### config.mk
export PLATFORM = sky130hd
export DESIGN_NAME = dm_arbiter
export DESIGN_NICKNAME = d
export VERILOG_FILES = /design/src/rtl/dm_arbiter_pkg.sv /design/src/rtl/dm_arbiter_starve_cnt.sv /design/src/rtl/dm_arbiter.sv
export SDC_FILE = /design/constraint.sdc
export NUM_CORES = 1
export LEC_CHECK = 0
export ABC_CLOCK_PERIOD_IN_PS = 3800
export CAP_MARGIN = 20
export CORE_UTILIZATION = 35
export CTS_CLUSTER_DIAMETER = 120
export DETAILED_ROUTE_END_ITERATION = 6
export PLACE_DENSITY = 0.69
export SLEW_MARGIN = 20
export SYNTH_ARGS = -nofsm -noshare
export SYNTH_HDL_FRONTEND = slang
export SYNTH_SLANG_ARGS = --single-unit
### constraint.sdc
create_clock -name clk -period 3.8 [get_ports clk]
set_input_delay 0.57 -clock clk [delete_from_list [all_inputs] [get_ports clk]]
set_output_delay 0.57 -clock clk [all_outputs]
set_load 0.02 [all_outputs]
### src/rtl/dm_arbiter_pkg.sv
// Shared defines and types for the dm_arbiter data-memory arbiter.
// Holds the default address/data widths, the starvation limit and the FSM encoding.
`ifndef DM_ARBITER_DEFS
`define DM_ARBITER_DEFS
`define ISIZE 16
`define DSIZE 16
`define DM_MAX_WAIT 4
`endif

package dm_arbiter_pkg;

  typedef enum logic [1:0] {
    ST_INIT = 2'd0,
    ST_LOAD = 2'd1,
    ST_RUN  = 2'd2
  } state_e;

  // Wide enough for the largest permitted starvation limit (15).
  localparam int WAIT_W = 4;

endpackage

### src/rtl/dm_arbiter_starve_cnt.sv
// Saturating wait counter for the low-priority requester.
// Reports when the requester has waited MAX_WAIT consecutive cycles.
module dm_starve_cnt #(
  parameter int MAX_WAIT = 4,
  parameter int W        = 4
) (
  input  logic clk,
  input  logic rst_n,
  input  logic en,
  input  logic req,
  input  logic gnt,
  output logic sat
);

  localparam logic [W-1:0] MAX_C = W'(MAX_WAIT);

  logic [W-1:0] cnt_q, cnt_d;

  always_comb begin
    cnt_d = '0;
    if (en && req && !gnt) begin
      cnt_d = (cnt_q == MAX_C) ? cnt_q : cnt_q + 1'b1;
    end
  end

  always_ff @(posedge clk or negedge rst_n) begin
    if (!rst_n) begin
      cnt_q <= '0;
    end else begin
      cnt_q <= cnt_d;
    end
  end

  assign sat = (cnt_q == MAX_C);

endmodule

### src/rtl/dm_arbiter.sv
// Two-port arbiter in front of a single-ported data memory: port 0 has priority,
// port 1 is promoted after MAX_WAIT blocked cycles. Memory is reset once after rst_n.
module dm_arbiter
  import dm_arbiter_pkg::*;
#(
  parameter int AW       = `ISIZE,
  parameter int DW       = `DSIZE,
  parameter int MAX_WAIT = `DM_MAX_WAIT
) (
  input  logic          clk,
  input  logic          rst_n,
  input  logic          req0_valid,
  input  logic          req0_we,
  input  logic [AW-1:0] req0_addr,
  input  logic [DW-1:0] req0_wdata,
  output logic          req0_ready,
  input  logic          req1_valid,
  input  logic          req1_we,
  input  logic [AW-1:0] req1_addr,
  input  logic [DW-1:0] req1_wdata,
  output logic          req1_ready,
  output logic          rsp0_valid,
  output logic          rsp1_valid,
  output logic [DW-1:0] rsp_rdata,
  output logic          mem_rst,
  output logic          mem_wen,
  output logic          mem_ren,
  output logic [AW-1:0] mem_addr,
  output logic [DW-1:0] mem_wdata,
  input  logic [DW-1:0] mem_rdata,
  output logic          init_done
);

  state_e        state_q, state_d;
  logic          run;
  logic          starve;
  logic          gnt0, gnt1;
  logic [AW-1:0] addr_q, addr_d;
  logic [DW-1:0] wdata_q, wdata_d;
  logic [DW-1:0] rdata_q, rdata_d;
  logic          rsp0_valid_q, rsp0_valid_d;
  logic          rsp1_valid_q, rsp1_valid_d;

  always_comb begin
    state_d   = state_q;
    run       = 1'b0;
    mem_rst   = 1'b0;
    init_done = 1'b0;
    case (state_q)
      ST_INIT: state_d = ST_LOAD;
      ST_LOAD: begin
        state_d = ST_RUN;
        mem_rst = 1'b1;
      end
      default: begin
        state_d   = ST_RUN;
        run       = 1'b1;
        init_done = 1'b1;
      end
    endcase
  end

  dm_starve_cnt #(
    .MAX_WAIT (MAX_WAIT),
    .W        (WAIT_W)
  ) u_starve (
    .clk   (clk),
    .rst_n (rst_n),
    .en    (run),
    .req   (req1_valid),
    .gnt   (gnt1),
    .sat   (starve)
  );

  // Grant is combinational; address/data registers only remember the last grant.
  always_comb begin
    gnt0    = run && req0_valid && (!req1_valid || !starve);
    gnt1    = run && req1_valid && (!req0_valid || starve);
    addr_d  = addr_q;
    wdata_d = wdata_q;
    mem_wen = 1'b0;
    mem_ren = 1'b0;
    if (gnt1) begin
      addr_d  = req1_addr;
      wdata_d = req1_wdata;
      mem_wen = req1_we;
      mem_ren = !req1_we;
    end else if (gnt0) begin
      addr_d  = req0_addr;
      wdata_d = req0_wdata;
      mem_wen = req0_we;
      mem_ren = !req0_we;
    end
    rsp0_valid_d = gnt0 && !req0_we;
    rsp1_valid_d = gnt1 && !req1_we;
    rdata_d      = mem_ren ? mem_rdata : rdata_q;
  end

  always_ff @(posedge clk or negedge rst_n) begin
    if (!rst_n) begin
      state_q      <= ST_INIT;
      addr_q       <= '0;
      wdata_q      <= '0;
      rdata_q      <= '0;
      rsp0_valid_q <= 1'b0;
      rsp1_valid_q <= 1'b0;
    end else begin
      state_q      <= state_d;
      addr_q       <= addr_d;
      wdata_q      <= wdata_d;
      rdata_q      <= rdata_d;
      rsp0_valid_q <= rsp0_valid_d;
      rsp1_valid_q <= rsp1_valid_d;
    end
  end

  assign req0_ready = gnt0;
  assign req1_ready = gnt1;
  assign mem_addr   = addr_d;
  assign mem_wdata  = wdata_d;
  assign rsp_rdata  = rdata_q;
  assign rsp0_valid = rsp0_valid_q;
  assign rsp1_valid = rsp1_valid_q;

endmodule
### Word level (Yosys, flattened, before mapping)

Cells that the tools add are included.

* bits of input ports: 86
* bits in registers: 56

* equality and inequality tests: 3
* mux-type cells: 13
* reductions and logical operators: 17
* add/sub/neg operators: 1

Operator list (number)
* $mux W16: 4
* $mux W4: 2
* $logic_and A1 B1 Y1: 7
* $logic_not A1 Y1: 6
* $mux W1: 6
* $add A4 B1 Y4 const B: 1
* $eq A4 B3 Y1 const B: 1
* $eq A2 B1 Y1 const B: 1
* $logic_not A2 Y1: 1
* $logic_or A1 B1 Y1: 2
* $mux W2: 1
* $ne A2 B2 Y1 const B: 1
* $reduce_or A2 Y1: 1

### Depth between registers and ports, before layout

* depth after elaboration: 8
* mapped depth: 7
* mapped depth without buffers: 6

### Hierarchy

From an unflattened synthesis, not the netlist that was laid out.

* cell total of the unflattened synthesis: 247
* area total of the unflattened synthesis: 2452.4 um^2

Modules (own cells, without submodules)
* dm_arbiter: cells an instance 226, sequential area each 1301.2 um^2, area an instance 2225.9 um^2, times used 1
* dm_starve_cnt: cells an instance 21, sequential area each 100.1 um^2, area an instance 226.5 um^2, times used 1

### Worst setup path after synthesis

Ideal clock, no wire load.

* kind: reg-to-output
* start: reg u_starve.cnt_q[0]
* end: out mem_wen
* arrival: 1.743 ns
* stages on the path, launching flop included: 8
* slack: 1.487 ns
* buffers on the path: 2
* path through: dfrtp_1 inv_1 ha_1 and4b_1 buf_2 buf_4 nor2_1 a22o_1

* longest elaborated chain between the ends: 6

RTL lines
* start: declaration: RTL line dm_arbiter_starve_cnt.sv:17 `logic [W-1:0] cnt_q, cnt_d;`
* start signal: assignment: RTL line dm_arbiter_starve_cnt.sv:30 `cnt_q <= cnt_d;`
* $eq A4 B3 Y1: RTL line dm_arbiter_starve_cnt.sv:34 `assign sat = (cnt_q == MAX_C);`
* $logic_not A1 Y1: RTL line dm_arbiter.sv:77 `gnt0 = run && req0_valid && (!req1_valid || !starve);`
* $logic_or A1 B1 Y1: RTL line dm_arbiter.sv:77
* $logic_and A1 B1 Y1: RTL line dm_arbiter.sv:77
* net req0_ready: RTL line dm_arbiter.sv:16 `output logic req0_ready,`
* $mux W1: RTL line dm_arbiter.sv:88 `end else if (gnt0) begin`
* $mux W1: RTL line dm_arbiter.sv:83 `if (gnt1) begin`
* end: declaration: RTL line dm_arbiter.sv:26 `output logic mem_wen,`

The timed path passes the listed nets, and every way through them passes these cells.

### Worst setup path after layout

* start: reg u_starve.cnt_q[0]
* end: out mem_wdata[11]

* longest elaborated chain between the ends: 6

RTL lines
* $eq A4 B3 Y1 *: RTL line dm_arbiter_starve_cnt.sv:34
* $logic_not A1 Y1: RTL line dm_arbiter.sv:77
* $logic_or A1 B1 Y1: RTL line dm_arbiter.sv:77
* $logic_and A1 B1 Y1: RTL line dm_arbiter.sv:77
* $mux W16: RTL line dm_arbiter.sv:88
* $mux W16 *: RTL line dm_arbiter.sv:83
* end: declaration: RTL line dm_arbiter.sv:29 `output logic [DW-1:0] mem_wdata,`

Every way passes the cells marked *; elsewhere a longest branch is shown, timed or not.

==> results.tsv <==
metric	value	unit
status	finished, final reports clean	
crit-path leading delay family	buffers and inverters	
worst-path fanout max	17	
P_leak	0.00174	uW
DRT Pass-1 Iters	5	
Critical Path AT	3.06	ns
final wirelength	10600	um
final period utilization	0.954	
Netlist cell types	31	
Seq/Total Area, Yosys	0.450	
Filler Cell Count	813	
setup violators final	0	
Detail Route Antenna Nets	0	
#FFs+latches synth	56	
M2 GR Usage	0.347	
share of cells above drive strength 1	0.0798	
GP Congestion	0.785	
Max VDD drop	0.181	mV
total grt overflow	0	
average wire per standard cell	19.0	um
Pwr per Cell Area	325	mW/mm^2
Avg Cell Area, Syn	9.56	sq um
Tightest Pin Transition	0.894	ns
global-route usage over all layers	0.226	
CTS tree	built	
DIE HEIGHT	96.3	um
Post-Syn Instances	326	
vias	3331	
Worst Clk Skew	0.00949	ns
Crit path required time	3.23	ns
Max-cap violations	0	
met3 Track Usage GR	0.0316	
Final Max Tran Viols	0	
minimum period implied by the final worst setup slack	3.63	ns
dominant cell type by area after synthesis	dfrtp_1	
Die Area	0.00928	sq mm
H-tree Lvls	2	
Die X	96.3	um
DRT iter0 DRCs	190	
final hold violations	0	
final core utilization	0.543	
Worst Path Buf+Inv	3	
Synth Net Count	414	
Post-CTS Resized	0	
total core area	0.00868	sq mm
Global Route met1 Usage	0.320	
async set-or-reset flop fraction in the synthesized netlist	1.00	
CP Class	flop to primary output	
Setup Slack @ Placement	0.442	ns
post-cts hold buffer count	0	
global-route wire length before repair	16100	um
Crit. End Element	primary output	
Synth warnings	0	
post-route setup TNS	0	ns
worst hold slack	0.361	ns
cells along the critical path	inv_1, ha_1, and3b_1, o21ai_2, buf_4, a31oi_1, clkdlybuf4s50_1	
Synth top area share	0.450	
Root Driver	clkbuf_8	
Post-synth EDFFs	0	
Max Fclk	276	MHz
Post CTS Setup Buffer Count	0	
max_slew headroom	0.404	
CTS Buf Count	5	
initial core utilization	0.359	
Clock transition at path regs	0.11	ns
Final nets	538	
RSZ-0062 raised after global routing	false	
CTS Buffer Depth	2	
Synth Flop Type	dfrtp_1	
# DRC	0	
layer with the highest usage	met2	
number of global-route vias before repair	3131	
type of origin of the critical path	flop	
Final Non-Filler Cells	559	
Worst Hold Class	input port to asynchronous set/reset pin	
num ports	142	
Vias/cell	5.96	
Antenna Cells	0	
HPWL after DPL	7170	um
Mapped Area	0.00312	sq mm
worst setup margin	0.174	ns
CTS Sinks	56	
Synth area leaders	dfrtp_1, a211oi_1, a31oi_1, nand3_1, o21ai_0	
row count	34	
initial antenna violation count	0	
Clk Latency, worst-skew pair	0.31	ns
Worst path slowest cell	and3b_1	
largest net degree at the start of global routing	41	
Placed Cells	551	
Layout area overhead	51.4	%
input/output buffers	141	
Largest stage delay, worst path	0.67	ns
==> flip-flops by register name (all words and copies together), names as in the netlist <==
signal and cells:
rsp1_valid 1, state_q 2, addr_q 16, rsp0_valid 1
u_starve.cnt_q 4, rsp_rdata 16, wdata_q 16
==> per-stage QoR <==
stage	total power [uW]	instance area [sq um]
2_1_floorplan	920	3120
3_3_place_gp	1200	4620
3_5_place_dp	1210	4620
4_1_cts	1550	4720
5_1_grt	1610	4720
6_report	1530	4720
==> cells by family (layout without fill, tap and decap cells) <==
group	after synthesis	count (layout)	synth area share
xor gates and xnor gates	2	2	0.00562
DFF	56	56	0.450
and+or+nand+nor	67	67	0.135
adders and majority gates	2	2	0.00803
AOI/OAI and AO/OA	147	147	0.327
buffers and inverters	52	177	0.0747
==> where the power goes <==
group | internal [uW] | switching [uW] | leakage, uW | total (uW)
clock | 131 | 205 | 0.0000404 | 336
combinational | 259 | 252 | 0.00103 | 511
sequential | 659 | 25.1 | 0.000671 | 684
==> cell type report <==
cell class	count	area, sq um	share of cell area
tap	108	135	0.0287
multi-input combinational	218	1480	0.315
timing repair buffer	162	1580	0.334
sequential	56	1400	0.297
inverter	7	26.3	0.00557
clock inverter	3	23.8	0.00504
clock buffer	5	68.8	0.0146
==> cells in the mapped netlist, drive strengths merged, types with 2 or more instances <==
| library cell | count |
|---|---|
| dfrtp | 56 |
| nand3 | 34 |
| a211oi | 33 |
| o21ai | 33 |
| a31oi | 32 |
| clkbuf | 26 |
| buf | 19 |
| nand4b | 17 |
| o2111ai | 16 |
| o211ai | 16 |
| o31ai | 16 |
| inv | 6 |
| nor2 | 5 |
| and2 | 2 |
| ha | 2 |
| nand2 | 2 |
| or2 | 2 |
==> path summary, 6_finish.rpt <==
path	from	end	slack (ns)	cells past startpoint
worst max register to register	u_starve.cnt_q[0]	wdata_q[11]	1.60	6
max in group asynchronous	rst_n	addr_q[3]	2.64	2
worst max-delay path	u_starve.cnt_q[0]	mem_wdata[11]	0.17	7
worst min-delay path	rst_n	rsp_rdata[10]	0.36	1
worst min register to register	state_q[0]	state_q[1]	0.48	1
min in group clk	state_q[0]	state_q[1]	0.48	1
==> cells in the final DEF, fill, tap and decap left out, types with 2 or more instances in the layout <==
cell type        count
nand2_1              2
inv_1                6
nand4b_1            17
o21ai_0             32
o31ai_1             16
clkdlybuf4s50_1    140
a211oi_1            32
clkinvlp_4           2
a31oi_1             32
buf_4               20
clkbuf_8             5
dfrtp_1             56
o2111ai_1           16
ha_1                 2
nor2_1               5
o211ai_1            16
nand3_1             34
==> per-layer routing <==
metal,wire length (um),vias to the layer above,share of wire
li1,-,1543,-
met1,4620,1605,0.44
met2,4900,163,0.46
met3,799,20,0.075
met4,276,0,0.026
met5,0,-,0
(Power assumes the default switching activity.)
